**src/rtl/seg_scan_ctrl.sv**
```systemverilog
// rtl/seg_scan_ctrl.sv - 6-digit common-anode 7-seg scan controller, double-buffered display data
// Optional build macro LEADING_ZERO_BLANK_EN blanks leading zero digits 0..4.
module seg_scan_ctrl #(
  parameter int CLK_DIV   = 50000,
  parameter int BLANK_CYC = 16
) (
  input  logic        clk,
  input  logic        rst_n,
  input  logic        en,
  input  logic        load,
  input  logic [23:0] disp_data,
  input  logic [5:0]  dp_en,
  input  logic [5:0]  digit_mask,
  output logic [2:0]  bit_disp,
  output logic [7:0]  seg_led,
  output logic        frame_done
);

  localparam int PW = $clog2(CLK_DIV);
  localparam logic [PW-1:0] PRESC_MAX = PW'(CLK_DIV - 1);
  localparam logic [PW-1:0] BLANK_END = PW'(BLANK_CYC);

  logic [PW-1:0] presc;
  logic [2:0]    digit;
  logic [23:0]   act_data, pend_data;
  logic [5:0]    act_dp, act_mask, pend_dp, pend_mask;
  logic          pend_valid;

  logic          slot_end, wrap;
  logic [3:0]    nib;
  logic          dp_on, shown, lz_blank;
  logic [7:0]    seg_next;

  assign slot_end = (presc == PRESC_MAX);
  assign wrap     = slot_end && (digit == 3'd5);

  function automatic logic [6:0] hex_to_seg(input logic [3:0] h);
    case (h)
      4'h0: hex_to_seg = 7'h40;
      4'h1: hex_to_seg = 7'h79;
      4'h2: hex_to_seg = 7'h24;
      4'h3: hex_to_seg = 7'h30;
      4'h4: hex_to_seg = 7'h19;
      4'h5: hex_to_seg = 7'h12;
      4'h6: hex_to_seg = 7'h02;
      4'h7: hex_to_seg = 7'h78;
      4'h8: hex_to_seg = 7'h00;
      4'h9: hex_to_seg = 7'h10;
      4'hA: hex_to_seg = 7'h08;
      4'hB: hex_to_seg = 7'h03;
      4'hC: hex_to_seg = 7'h46;
      4'hD: hex_to_seg = 7'h21;
      4'hE: hex_to_seg = 7'h06;
      default: hex_to_seg = 7'h0E;
    endcase
  endfunction

  always_comb begin
    nib   = 4'h0;
    dp_on = 1'b0;
    shown = 1'b0;
    case (digit)
      3'd0: begin nib = act_data[23:20]; dp_on = act_dp[0]; shown = act_mask[0]; end
      3'd1: begin nib = act_data[19:16]; dp_on = act_dp[1]; shown = act_mask[1]; end
      3'd2: begin nib = act_data[15:12]; dp_on = act_dp[2]; shown = act_mask[2]; end
      3'd3: begin nib = act_data[11:8];  dp_on = act_dp[3]; shown = act_mask[3]; end
      3'd4: begin nib = act_data[7:4];   dp_on = act_dp[4]; shown = act_mask[4]; end
      3'd5: begin nib = act_data[3:0];   dp_on = act_dp[5]; shown = act_mask[5]; end
      default: ;
    endcase
  end

`ifdef LEADING_ZERO_BLANK_EN
  // lead_zero[i] = every nibble from digit 0 through digit i is zero; digit 5 never qualifies.
  logic [7:0] lead_zero;
  logic       lz_run;
  always_comb begin
    lead_zero = 8'h00;
    lz_run    = 1'b1;
    for (int i = 0; i < 5; i++) begin
      lz_run       = lz_run && (act_data[23-4*i -: 4] == 4'h0);
      lead_zero[i] = lz_run;
    end
  end
  assign lz_blank = lead_zero[digit];
`else
  assign lz_blank = 1'b0;
`endif

  assign seg_next = !shown ? 8'hFF : {~dp_on, (lz_blank ? 7'h7F : hex_to_seg(nib))};

  always_ff @(posedge clk or negedge rst_n) begin
    if (!rst_n) begin
      presc      <= '0;
      digit      <= 3'd0;
      act_data   <= 24'h0;
      act_dp     <= 6'h0;
      act_mask   <= 6'h0;
      pend_data  <= 24'h0;
      pend_dp    <= 6'h0;
      pend_mask  <= 6'h0;
      pend_valid <= 1'b0;
      bit_disp   <= 3'b111;
      seg_led    <= 8'hFF;
      frame_done <= 1'b0;
    end else if (!en) begin
      presc      <= '0;
      digit      <= 3'd0;
      bit_disp   <= 3'b111;
      seg_led    <= 8'hFF;
      frame_done <= 1'b0;
      // Nothing is being scanned, so there is no frame to tear: write straight through.
      if (load) begin
        act_data   <= disp_data;
        act_dp     <= dp_en;
        act_mask   <= digit_mask;
        pend_valid <= 1'b0;
      end
    end else begin
      bit_disp   <= digit;
      seg_led    <= (presc < BLANK_END) ? 8'hFF : seg_next;
      frame_done <= wrap;

      if (slot_end) begin
        presc <= '0;
        digit <= (digit == 3'd5) ? 3'd0 : digit + 3'd1;
      end else begin
        presc <= presc + PW'(1);
      end

      if (wrap && load) begin
        act_data   <= disp_data;
        act_dp     <= dp_en;
        act_mask   <= digit_mask;
        pend_valid <= 1'b0;
      end else begin
        if (wrap && pend_valid) begin
          act_data   <= pend_data;
          act_dp     <= pend_dp;
          act_mask   <= pend_mask;
          pend_valid <= 1'b0;
        end
        if (load) begin
          pend_data  <= disp_data;
          pend_dp    <= dp_en;
          pend_mask  <= digit_mask;
          pend_valid <= 1'b1;
        end
      end
    end
  end

endmodule
```
**config.mk**
```make
export PLATFORM = sky130hd
export DESIGN_NAME = seg_scan_ctrl
export DESIGN_NICKNAME = d
export VERILOG_FILES = /design/src/rtl/seg_scan_ctrl.sv
export SDC_FILE = /design/constraint.sdc
export NUM_CORES = 1
export LEC_CHECK = 0
export ABC_AREA = 1
export BUFFER_PORTS_ARGS = -buffer_cell sky130_fd_sc_hd__buf_2
export CORE_MARGIN = 2
export CORE_UTILIZATION = 54
export CTS_CLUSTER_SIZE = 8
export DETAILED_ROUTE_END_ITERATION = 10
export PLACE_DENSITY = 0.8
export SYNTH_ARGS = -nofsm -noshare
export SYNTH_HDL_FRONTEND = slang
export SYNTH_SLANG_ARGS = --single-unit
```
**constraint.sdc**
```tcl
create_clock -name clk -period 1.99 [get_ports clk]
set_input_delay 0.199 -clock clk [delete_from_list [all_inputs] [get_ports clk]]
set_output_delay 0.199 -clock clk [all_outputs]
set_load 0.005 [all_outputs]
```
* Yosys cells after proc, flatten, opt, wreduce, memory -nomap -nowiden
Memory sizes are Yosys's and may differ from the RTL's.
Cells that the tools add are included.
** Word-level totals
- Flip-flop bits (word level) :: 104
- Latch bits :: 0
- Bits in writable memories :: 0
- Bits in read-only memories :: 112
- Output and inout bits :: 12
- Word-level logic and storage cells :: 65
- Memories kept :: 1
** Memory list
- (no name shown) :: depth 16, width 7, read ports 1, clocked after Yosys merged registers in 0, write ports 0, RTL line 38 : case (h)
** Operators by class
- Add/sub/neg operators :: 2
- $mul :: 0
- Divide/modulo/power cells :: 0
- Order comparisons :: 1
- Eq/ne operators :: 8
- Shift operators :: 0
- Muxes and demuxes :: 30
- Bitwise operators :: 2
- Reductions and logical operators :: 9
** Operator list (number)
- $mux W24 :: 4
- $mux W6 :: 8
- $mux W16 :: 2
- $mux W8 :: 3
- $pmux W4 S6 :: 1
- $add A16 B1 Y16 const B :: 1
- $eq A16 B16 Y1 const B :: 1
- $lt A16 B5 Y1 const B :: 1
- $mux W3 :: 4
- $pmux W1 S6 :: 2
- $eq A3 B2 Y1 const B :: 2
- $eq A3 B3 Y1 const B :: 2
- $mux W1 :: 6
- $reduce_and A2 Y1 :: 2
- $add A3 B1 Y3 const B :: 1
- $eq A3 B1 Y1 const B :: 1
- $logic_and A1 B1 Y1 :: 3
- $logic_not A3 Y1 :: 1
- $ne A3 B1 Y1 const B :: 1
- $reduce_and A3 Y1 :: 1
- $reduce_bool A3 Y1 :: 1
- $ne A2 B1 Y1 const B :: 1
- $not A1 Y1 :: 2
- $reduce_bool A2 Y1 :: 1

* Logic depth before layout (Yosys ltp)
Gate-level depths: netlist of the first run.
- Depth in word-level cells :: 7
- Mapped depth :: 16

* Least setup slack after synthesis of the first run
No wires, ideal clock.
- Kind :: register -> register
- From :: register digit[0]
- To :: register seg_led[1]
- Library setup time :: 60 ps
- Arrival :: 2044 ps
- Data required time :: 1930 ps
- Path slack :: -114 ps
- Cell stages (with the launch flop) :: 17
- Clock period less this slack :: 2104 ps
- Cells stage by stage :: dfrtp_1 -> buf_4 -> nand2_1 -> inv_1 -> ha_1 -> nand2_1 -> inv_1 -> nor2_1 -> nand2_1 -> nor2_1 -> inv_1 -> ha_1 -> inv_1 -> nand2_1 -> nor2_1 -> nor2_1 -> nand2_1
** On the way
- Word-level cells in the longest chain between the ends :: 6
- Elaborated cells on any way between the ends :: 12
- Classes of those cells :: eq/ne: 5; mux: 5; reduce/logical: 1; memory: 1
** RTL lines
- start: declaration :: RTL line 24 : logic [2:0] digit;
- start signal: assignment :: RTL line 126 : digit <= (digit == 3'd5) ? 3'd0 : digit + 3'd1;
- $eq A3 B3 Y1, or another cell as far along :: RTL line 62 : case (digit)
- $pmux W4 S6 :: RTL line 62
- $mem_v2 Z16 W7
- $mux W8 * :: RTL line 90 : assign seg_next = !shown ? 8'hFF : {~dp_on, (lz_blank ? 7'h7F : hex_to_seg(nib))};
- $mux W8 * :: RTL line 121 : seg_led <= (presc < BLANK_END) ? 8'hFF : seg_next;
- $mux W8 * :: RTL line 106 : end else if (!en) begin
- end signal: assignment :: RTL line 121
- end: declaration :: RTL line 15 : output logic [7:0] seg_led,
Every way passes the cells marked *; elsewhere a longest branch is shown, timed or not.
A chain may end at the register's enable or synchronous reset.

* Worst setup path after layout of the first run
- From :: register digit[1]
- To :: register seg_led[0]
Same word-level chain as after synthesis.

==> results.tsv, run 1 <==
stage	metric	value	unit
sta	final setup violating endpoints	0	
pwr	Switching Fraction	0.2874	
sta	Hold Fails Final Rpt	0	
worst_setup_path	Worst setup EP type	flop	
pwr	Worst VDD drop	480.0	µV
worst_hold_path	hold depth	3	
drt	Pre-antenna DRT Iters	5	
final_layout	diodes inserted	0	
worst_hold_path	Worst Min Path Start	disp_data[22]	
pwr	sequential share of power	0.543	
pwr	PnR Total Power	4.502	mW
drt	Post-Route WL	12480	µm
global_routing	largest net degree at the start of global routing	105	
yosys	Seq/Total Area, Yosys	0.4636	
floorplanning	Std-Cell Rows	37	
drt	WL met2	6081	µm
yosys	synthesis-stage register bit count	104	
pwr	Comb power frac	0.166	
floorplanning	die span in x	106.2	µm
yosys	Post-Synth XOR/XNOR Area	0.009313	
placed_design	Place WS	0.07251	ns
clock_network	Num CTS Buffers	9	
sta	Worst Slack Setup Final	0.06939	ns
drt	routed vias/inst	5.341	
final_layout	share of cells above drive strength 1	0.2507	
sta	FMAX	520.7	MHz
final_layout	filler cell count	894	
yosys	Cell variety after synth	35	
drt	# DRC	0	
sta	Slew @ Worst Pin	0.5238	ns
sta	Slew Limit Fails	0	
sta	RSZ-0062 raised after global routing	true	
final_layout	P&R area growth vs syn	13.41	%
clock_network	Max clock buf depth	2	
yosys	Post-Synthesis Cells	705	
global_routing	first-pass GRT wire length	21820	µm
sta	final clock skew	0.01716	ns
clock_network	CTS sink cnt	104	
sta	Max-slew headroom	0.6508	
worst_setup_path	Worst R2R End	seg_led[0]	
drt	met3 WL	550	µm
sta	period utilization	0.9651	
job	max cap viols	0	
floorplanning	die area	11280	µm²
clock_network	clk slew on worst S/H paths	0.10	ns
yosys	Syn. warnings	0	
pwr	clock share of power	0.291	
worst_setup_path	Reg2Reg Setup Slack	0.07	ns
placed_design	port bufs	51	
worst_setup_path	Crit path arrival time	2.21	ns
clock_network	CTS tree	built	
yosys	largest family of logic cells by synthesized area	simple AND/OR/NAND/NOR gates	
yosys	area share of fa/ha/maj cells after synthesis	0.01774	
floorplanning	Core ar.	10230	µm²
drt	initial drt markers	336	
pwr	LEAKAGE	3.005	nW
global_routing	number of global-route vias before repair	4679	
pwr	Psw	1.294	mW
worst_setup_path	CP Launch Type	flop	
worst_setup_path	Crit. Startpoint	digit[1]	
final_layout	Nets	810	
clock_network	Root Buffer	clkbuf_8	
worst_setup_path	CP Class	reg -> reg	
drt	Post-DRT Antenna Nets	0	
yosys	Synth Area in Simple Gates	0.3040	
placed_design	Inst Count DP	884	
global_routing	initial antenna violation count	0	
yosys	Avg Inst Size Synth	8.004	µm²
worst_setup_path	CP Max Fanout	6	
yosys	Synthesized Nets	753	
yosys	compound-gate portion of the synthesized area	0.1191	
drt	met1 wire length	5587	µm
final_layout	non-filler cells in the finished layout	902	
floorplanning	initial core utilization	0.5515	
worst_setup_path	FF-to-FF path depth	14	
floorplanning	Die Y	106.2	µm
sta	Final min period	1.921	ns
pwr	Power Dens Cells	703.4	nW/µm²
clock_network	worst skew pair latency	0.38	ns
global_routing	grt ovf	0	
outcome	outcome	completed	
placed_design	Post-DP Area	6100	µm²
yosys	fraction of synthesized area in multiplexers	0	
worst_hold_path	Min-Delay Path Class	in -> reg	
placed_design	GP Congestion	0.9258	
sta	final hold slack	0.06838	ns
final_layout	post-route cell area	6400	µm²
worst_hold_path	hold worst-path end	pend_data[22]	
yosys	post-synthesis cell area	5643	µm²
clock_network	H-tree depth	3	
worst_setup_path	Crit Reg-Reg Startpoint	digit[1]	
placed_design	HPWL reported at the end of detailed placement	8814	µm
floorplanning	# IOs	52	
drt	Top Metal Used	met4	
pwr	Internal Power	3.208	mW
worst_setup_path	CP Data Required Time	2.28	ns
drt	Vias	4818	
drt	drt wl/cell	13.84	µm
global_routing	Tot GR Track Use	0.2404	
==> layout by cell type, fill, tap and decap left out, types with 9 or more instances in the layout <==
cell type / instances
inv_1: 66
a21oi_2: 11
dfstp_2: 11
nand3_1: 72
nor2_2: 29
dfrtp_1: 91
buf_4: 21
nand2_1: 122
a21oi_1: 66
inv_2: 9
nor2_1: 80
nor2_4: 16
o21ai_1: 24
buf_2: 50
clkbuf_8: 10
o21ai_0: 19
==> state kept, by name, indices dropped and copies added, names as in the netlist, 6 cells and up <==
| register | flops |
|---|---|
| pend_dp | 6 |
| act_data | 24 |
| pend_mask | 6 |
| seg_led | 8 |
| act_mask | 6 |
| pend_data | 24 |
| presc | 16 |
| act_dp | 6 |
==> worst max path at each step <==
stage / to / slack, ns
floorplan: seg_led[1] / 0.02
global placement: seg_led[3] / 0.13
detailed placement: seg_led[3] / 0.07
CTS: seg_led[3] / 0.03
global route: seg_led[0] / -0.04
finish: seg_led[0] / 0.07
==> kinds of logic after synthesis <==
| logic type | count (synthesis) |
|---|---|
| xor gates and xnor gates | 6 |
| DFF | 104 |
| and+or+nand+nor | 356 |
| adders and majority gates | 8 |
| buffers and inverters | 107 |
| AOI/OAI and AO/OA | 124 |
==> synthesized netlist by cell type (all sizes together) <==
library cell,n,area share
inv,76,0.051
dfrtp,93,0.41
a21oi,77,0.076
and3,2,0.0022
nand4,9,0.011
nand2,132,0.092
xnor2,1,0.0016
nor2,125,0.11
clkbuf,10,0.0067
nor3,6,0.0053
ha,8,0.018
nand3,78,0.075
nor4,1,0.0011
o21ai,43,0.038
xor2,5,0.0078
dfstp,11,0.051
o211ai,1,0.0013
o21a,2,0.0027
nor3b,2,0.0027
or2,1,0.0011
buf,21,0.029
a21boi,1,0.0013
==> timing repair <==
action / 4_1_cts / 5_1_grt
hold endpoints to repair: 93 / 0
buffers inserted: 0 / 2
gates resized for setup: 0 / 25
setup endpoints to repair: 0 / 10
hold buffers: 1 / 0
==> layout make-up <==
type,instances,area (µm²),share of cell area
clock inverters,4,52.55,0.008211
well taps,136,170.2,0.02659
clock buffers,11,141.4,0.02209
repair buffers,77,509.2,0.07957
flip-flops and latches,104,2619,0.4092
multi-input cells,494,2620,0.4094
inverters,76,287.8,0.04497
==> per-stage QoR <==
stage,util,setup TNS (ns)
after global placement,0.5962,0
after detailed placement,0.5962,0
final,0.6255,0
after CTS,0.6161,0
after global routing,0.6255,-0.07209
after floorplan,-,0
==> worst max-delay path, cell delays in order (launching register included) <==
cell and delay, ns:
dfrtp_2 0.48, nand2_2 0.08, inv_2 0.04, ha_4 0.16, nand2_2 0.06, inv_1 0.03, nor2_1 0.08, nand2_1 0.10
nor2_4 0.13, inv_2 0.07, ha_2 0.20, inv_1 0.09, nand3_1 0.12, nand3_1 0.11, nand3_1 0.08
==> per-layer routing <==
metal	GRT usage	up-vias
met2	0.3974	137
li1	-	2383
met3	0.04231	33
met5	0	-
met4	0.08647	0
met1	0.3183	2265
==> power by group through the flow <==
stage               clock network (mW)  registers, mW  logic [mW]
floorplan                            0           2.44       0.519
global placement                     0           2.48       0.686
detailed placement                   0           2.48       0.717
CTS                               1.35           2.44       0.721
global route                      1.44           2.47       0.853
finish                            1.31           2.45       0.747
Power figures use the tool's default switching activity.
==> inputs of run 2 (changes only) <==
--- a/config.mk
+++ b/config.mk
@@ -8,10 +8,10 @@
 export ABC_AREA = 1
 export BUFFER_PORTS_ARGS = -buffer_cell sky130_fd_sc_hd__buf_2
 export CORE_MARGIN = 2
-export CORE_UTILIZATION = 54
+export CORE_UTILIZATION = 44
 export CTS_CLUSTER_SIZE = 8
 export DETAILED_ROUTE_END_ITERATION = 10
-export PLACE_DENSITY = 0.8
+export PLACE_DENSITY = 0.68
 export SYNTH_ARGS = -nofsm -noshare
 export SYNTH_HDL_FRONTEND = slang
 export SYNTH_SLANG_ARGS = --single-unit
==> results.tsv, run 2 (synthesis gave the netlist of run 1 again) <==
stage	metric	value	unit	change
clock_network	worst skew pair latency	0.35	ns	-0.03 ns
global_routing	initial antenna violation count	0		unchanged
global_routing	largest net degree at the start of global routing	47		-55%
worst_setup_path	Worst R2R End	seg_led[0]		
floorplanning	# IOs	52		unchanged
floorplanning	Std-Cell Rows	41		+11%
sta	Max-slew headroom	0.7034		+0.05265
final_layout	P&R area growth vs syn	18.38	%	
sta	RSZ-0062 raised after global routing	true		
clock_network	clk slew on worst S/H paths	0.07	ns	-0.03 ns
placed_design	Post-DP Area	6182	µm²	+1.4%
floorplanning	Core ar.	12570	µm²	+23%
worst_hold_path	hold worst-path end	pend_mask[0]		
drt	Post-Route WL	12900	µm	+3.3%
floorplanning	initial core utilization	0.4490		-0.1026
sta	Hold Fails Final Rpt	0		unchanged
worst_setup_path	Crit-path slowest cell	dfrtp_2		
sta	final clock skew	0.008970	ns	-0.008188 ns
pwr	Comb power frac	0.147		-0.019
clock_network	Root Buffer	clkbuf_16		
global_routing	first-pass GRT wire length	22000	µm	+0.79%
clock_network	CTS tree	built		
drt	# DRC	0		unchanged
pwr	clock share of power	0.383		+0.092
pwr	Power Dens Cells	776.4	nW/µm²	+10%
worst_hold_path	Min-Delay Path Class	in -> reg		
sta	Final min period	1.867	ns	-0.05320 ns
worst_setup_path	FF-to-FF path depth	14		unchanged
global_routing	Tot GR Track Use	0.2038		-0.03656
clock_network	Max clock buf depth	2		unchanged
worst_setup_path	Crit path arrival time	2.13	ns	-0.08 ns
drt	routed vias/inst	4.981		-6.7%
worst_setup_path	Worst setup EP type	flop		
worst_setup_path	Reg2Reg Setup Slack	0.12	ns	+0.05 ns
floorplanning	Die Y	117.2	µm	+10%
sta	final hold slack	0.09804	ns	+0.02966 ns
worst_setup_path	CP Cell Sequence	buf_6, nor2_4, buf_6, nand3_1, nand2_1, inv_2, nand2_2, nor2_4, buf_6, ha_1, inv_1, nand2_1, nand3_1, nand3_1		
final_layout	share of cells above drive strength 1	0.2584		+0.007745
global_routing	grt ovf	0		unchanged
worst_hold_path	Worst Min Path Start	digit_mask[0]		
worst_setup_path	max incr delay on CP	0.46	ns	-0.02 ns
pwr	LEAKAGE	3.106	nW	+3.4%
final_layout	largest registers	act_data: 24 flops, pend_data: 24 flops, presc: 16 flops		
placed_design	GP Congestion	0.9397		+1.5%
pwr	PnR Total Power	5.187	mW	+15%
final_layout	post-route cell area	6680	µm²	+4.4%
final_layout	diodes inserted	0		unchanged
pwr	sequential share of power	0.471		-0.072
floorplanning	die span in x	117.2	µm	+10%
drt	drt wl/cell	13.63	µm	-1.5%
placed_design	port bufs	51		unchanged
drt	Vias	4712		-2.2%
worst_setup_path	CP Class	reg -> reg		
placed_design	Inst Count DP	925		+4.6%
final_layout	non-filler cells in the finished layout	946		+4.9%
drt	Pre-antenna DRT Iters	4		-1
sta	TNS Setup	0	ns	unchanged
pwr	Internal Power	3.789	mW	+18%
pwr	Psw	1.398	mW	+8.0%
sta	final setup violating endpoints	0		unchanged
worst_setup_path	Crit Reg-Reg Startpoint	digit[1]		
placed_design	HPWL reported at the end of detailed placement	9548	µm	+8.3%
drt	initial drt markers	321		-4.5%
sta	FMAX	535.5	MHz	+2.8%
global_routing	number of global-route vias before repair	4694		+0.32%
sta	Slew Limit Fails	0		unchanged
pwr	Worst VDD drop	634.7	µV	+32%
sta	period utilization	0.9384		-0.02674
clock_network	H-tree depth	3		unchanged
worst_setup_path	CP Launch Type	flop		
worst_setup_path	CP Max Fanout	5		-1
drt	Post-DRT Antenna Nets	0		unchanged
clock_network	Num CTS Buffers	9		unchanged
final_layout	commonest non-fill, non-tap cells in the layout	nand2_1 (120), dfrtp_1 (91), nor2_1 (80)		
sta	Slew @ Worst Pin	0.4408	ns	-0.08304 ns
clock_network	CTS sink cnt	104		unchanged
outcome	outcome	completed		
final_layout	Nets	817		+0.86%
job	max cap viols	0		unchanged
worst_setup_path	CP Data Required Time	2.26	ns	-0.02 ns
worst_hold_path	hold depth	3		unchanged
final_layout	most common cell after layout, fill and taps aside	nand2_1		
floorplanning	die area	13750	µm²	+22%
pwr	Switching Fraction	0.2694		-0.01796
worst_setup_path	Crit. Startpoint	digit[1]		
run 2: cell count changes in the layout (fill, tap and decap cells not counted), sizes merged:
cell | before | now
bufinv | 1 | 2
clkinvlp | 0 | 1
clkinv | 2 | 1
buf | 76 | 83
run 2: cell type report:
| type | count | area [µm²] |
|---|---|---|
| clock inverters | 5 | 87.58 |
| inverters | 76 | 287.8 |
| well taps | 172 | 215.2 |
| clock buffers | 11 | 252.7 |
| repair buffers | 84 | 573.1 |
| fillers | 1195 | 5888 |
| multi-input cells | 494 | 2645 |
| flip-flops and latches | 104 | 2619 |
run 2: worst max-delay path by stage:
stage / to
floorplan: seg_led[1]
global placement: seg_led[1]
detailed placement: seg_led[3]
CTS: seg_led[3]
global route: seg_led[1]
finish: seg_led[0]
run 2: timing repair:
action,4_1_cts,5_1_grt
hold buffers,1,0
buffers inserted,0,4
hold endpoints to repair,18,0
endpoints found under the setup margin,0,9
gates resized for setup,0,31
run 2: layer usage:
layer  vias up  track usage  wire [µm]
met3        12      0.04686        615
met1      2203       0.2706       5994
li1       2404            -          -
met5         -            0          0
met2        93       0.3391       6160
met4         0      0.04941        127
run 2: worst max-delay path: cells and delay by family (launching register included):
| family | cells | cell delay (ns) |
|---|---|---|
| buffers and inverters | 5 | 0.50 |
| and+or+nand+nor | 8 | 0.63 |
| adders and majority gates | 1 | 0.18 |
| DFF | 1 | 0.46 |
run 2: power groups by stage:
stage | Clock [mW] | Sequential, mW | Combinational, mW
6_report | 1.98 | 2.44 | 0.760
5_1_grt | 2.13 | 2.47 | 0.870
4_1_cts | 2.03 | 2.44 | 0.730
3_5_place_dp | 0 | 2.48 | 0.727
3_3_place_gp | 0 | 2.48 | 0.704
2_1_floorplan | 0 | 2.44 | 0.519
run 2: metrics by stage:
step             util  setup WS (ns)
2_1_floorplan       -        0.01973
3_3_place_gp   0.4919         0.1273
3_5_place_dp   0.4919        0.04497
4_1_cts        0.5198        0.02032
5_1_grt        0.5315       -0.02668
6_report       0.5315         0.1226
==> inputs of run 3 (changes only) <==
--- a/config.mk
+++ b/config.mk
@@ -11,7 +11,8 @@
 export CORE_UTILIZATION = 44
 export CTS_CLUSTER_SIZE = 8
 export DETAILED_ROUTE_END_ITERATION = 10
-export PLACE_DENSITY = 0.68
+export PLACE_DENSITY = 0.66
+export SETUP_SLACK_MARGIN = 0.15
 export SYNTH_ARGS = -nofsm -noshare
 export SYNTH_HDL_FRONTEND = slang
 export SYNTH_SLANG_ARGS = --single-unit
==> constraint.sdc (replaced) <==
create_clock -name clk -period 2.35 [get_ports clk]
set_input_delay 0.235 -clock clk [delete_from_list [all_inputs] [get_ports clk]]
set_output_delay 0.235 -clock clk [all_outputs]
set_load 0.005 [all_outputs]
==> results.tsv, run 3 (synthesis gave the netlist of run 1 again) <==
stage	metric	value	unit	change
outcome	outcome	completed		
clock_network	Max clock buf depth	2		unchanged
drt	Vias	4678		-0.72%
clock_network	worst skew pair latency	0.36	ns	about the same
worst_setup_path	CP Launch Type	flop		
worst_hold_path	Worst Min Path Start	digit_mask[0]		
clock_network	clk slew on worst S/H paths	0.07	ns	about the same
job	max cap viols	0		unchanged
sta	Slew @ Worst Pin	0.4929	ns	+0.05214 ns
drt	# DRC	0		unchanged
sta	Max-slew headroom	0.6714		-0.03205
drt	routed vias/inst	5.036		+1.1%
global_routing	grt ovf	0		unchanged
worst_setup_path	Worst setup EP type	flop		
worst_setup_path	Crit path arrival time	2.33	ns	+0.20 ns
worst_hold_path	Min-Delay Path Class	in -> reg		
global_routing	Tot GR Track Use	0.2083		+0.004510
final_layout	share of cells above drive strength 1	0.2272		-0.03119
final_layout	commonest non-fill, non-tap cells in the layout	nand2_1 (126), dfrtp_1 (91), nor2_1 (81)		
sta	TNS Setup	0	ns	unchanged
global_routing	number of global-route vias before repair	4752		+1.2%
pwr	Comb power frac	0.142		-0.005
sta	final setup violating endpoints	0		unchanged
worst_setup_path	CP Max Fanout	8		+3
floorplanning	initial core utilization	0.4490		unchanged
worst_setup_path	CP Data Required Time	2.64	ns	+0.38 ns
worst_setup_path	Reg2Reg Setup Slack	0.31	ns	+0.19 ns
pwr	Worst VDD drop	414.5	µV	-35%
pwr	LEAKAGE	2.990	nW	-3.7%
placed_design	HPWL reported at the end of detailed placement	9424	µm	-1.3%
global_routing	initial antenna violation count	0		unchanged
worst_hold_path	hold depth	3		unchanged
pwr	Internal Power	3.043	mW	-20%
clock_network	CTS tree	built		
final_layout	Nets	800		-2.1%
final_layout	P&R area growth vs syn	13.55	%	
sta	period utilization	0.8669		-0.07147
floorplanning	Core ar.	12570	µm²	unchanged
floorplanning	Std-Cell Rows	41		unchanged
drt	drt wl/cell	13.95	µm	+2.3%
drt	initial drt markers	238		-26%
sta	Final min period	2.037	ns	+0.1699 ns
drt	Post-Route WL	12960	µm	+0.45%
worst_setup_path	CP Class	reg -> reg		
global_routing	first-pass GRT wire length	22470	µm	+2.2%
pwr	Switching Fraction	0.2783		+0.008888
sta	RSZ-0062 raised after global routing	false		
worst_hold_path	hold worst-path end	pend_mask[0]		
final_layout	most common cell after layout, fill and taps aside	nand2_1		
worst_setup_path	FF-to-FF path depth	13		-1
sta	Worst Slack Setup Final	0.3127	ns	+0.1901 ns
final_layout	largest registers	act_data: 24 flops, pend_data: 24 flops, presc: 16 flops		
pwr	clock share of power	0.367		-0.016
sta	FMAX	490.8	MHz	-8.3%
final_layout	diodes inserted	0		unchanged
drt	Post-DRT Antenna Nets	0		unchanged
pwr	sequential share of power	0.491		+0.020
global_routing	largest net degree at the start of global routing	55		+17%
clock_network	Num CTS Buffers	9		unchanged
sta	Slew Limit Fails	0		unchanged
pwr	Power Dens Cells	658.0	nW/µm²	-15%
floorplanning	Die Y	117.2	µm	unchanged
placed_design	GP Congestion	0.8883		-5.5%
worst_setup_path	Worst R2R End	seg_led[3]		
floorplanning	# IOs	52		unchanged
pwr	Psw	1.173	mW	-16%
clock_network	Root Buffer	clkbuf_16		
sta	final clock skew	0.01174	ns	+0.002773 ns
placed_design	Place WS	0.1075	ns	+0.06256 ns
floorplanning	die area	13750	µm²	unchanged
clock_network	H-tree depth	3		unchanged
placed_design	port bufs	51		unchanged
drt	Pre-antenna DRT Iters	5		+1
worst_setup_path	Crit Reg-Reg Startpoint	digit[0]		
sta	Hold Fails Final Rpt	0		unchanged
clock_network	CTS sink cnt	104		unchanged
floorplanning	die span in x	117.2	µm	unchanged
-- run 3: cell count changes in the layout (fill, tap and decap cells not counted), sizes merged --
| cell | before | now |
|---|---|---|
| clkinv | 1 | 2 |
| clkinvlp | 1 | 2 |
| bufinv | 2 | 1 |
| clkbuf | 11 | 10 |
| buf | 83 | 66 |
-- run 3: critical path: stages (launching register included) --
cell and delay, ns:
dfrtp_2 0.48, buf_4 0.19, inv_1 0.10, nand2_1 0.11, nor2_4 0.16, nand2_1 0.06, nand2_1 0.13, inv_1 0.07
nand3_2 0.11, ha_2 0.21, inv_1 0.07, nand3_1 0.10, nand3_1 0.09, nand3_1 0.10
-- run 3: how the worst max path moves through the flow --
stage,startpoint,endpoint,slack (ns),cells past startpoint
after floorplan,digit[0],seg_led[1],0.25,16
after global placement,digit[0],seg_led[3],0.13,13
after detailed placement,digit[0],seg_led[3],0.11,13
after CTS,digit[0],seg_led[3],0.20,13
after global routing,digit[0],seg_led[0],0.15,13
final,digit[0],seg_led[3],0.31,13
-- run 3: metrics by stage --
step                utilization  area, µm²  std cells  hold WS (ns)  total power [mW]
CTS                      0.5051       6349        926        0.1194             4.261
floorplan                     -       5643        705      -0.06059             2.499
global placement         0.4797       6030        909        0.1955             2.679
global route             0.5098       6407        929        0.1391             4.434
detailed placement       0.4797       6030        909        0.2067             2.702
finish                   0.5098       6407        929        0.1329             4.216
-- run 3: area by class of cell --
type | count | area (µm²)
well taps | 172 | 215.2
fillers | 1233 | 6161
inverters | 76 | 285.3
repair buffers | 67 | 409.1
multi-input cells | 494 | 2572
flip-flops and latches | 104 | 2619
clock inverters | 6 | 67.56
clock buffers | 10 | 239.0
-- run 3: what timing repair did --
item | 4_1_cts | 5_1_grt
setup endpoints to repair | 4 | 8
hold buffers | 1 | 0
pin swaps | 0 | 1
gates resized for setup | 1 | 11
setup buffers | 0 | 3
endpoints found under the hold margin | 29 | 0
cloned | 0 | 0
-- run 3: layer usage --
layer,global-route usage,part of all wire
met5,0,0
met4,0.07529,0.018
met3,0.03965,0.039
met2,0.3506,0.48
met1,0.2682,0.46
-- run 3: power by group through the flow --
stage               registers, mW  clock network [mW]  logic [mW]
finish                       2.07                1.55       0.601
global route                 2.09                1.65       0.697
CTS                          2.07                1.59       0.606
detailed placement           2.10                   0       0.602
global placement             2.10                   0       0.581
floorplan                    2.06                   0       0.437
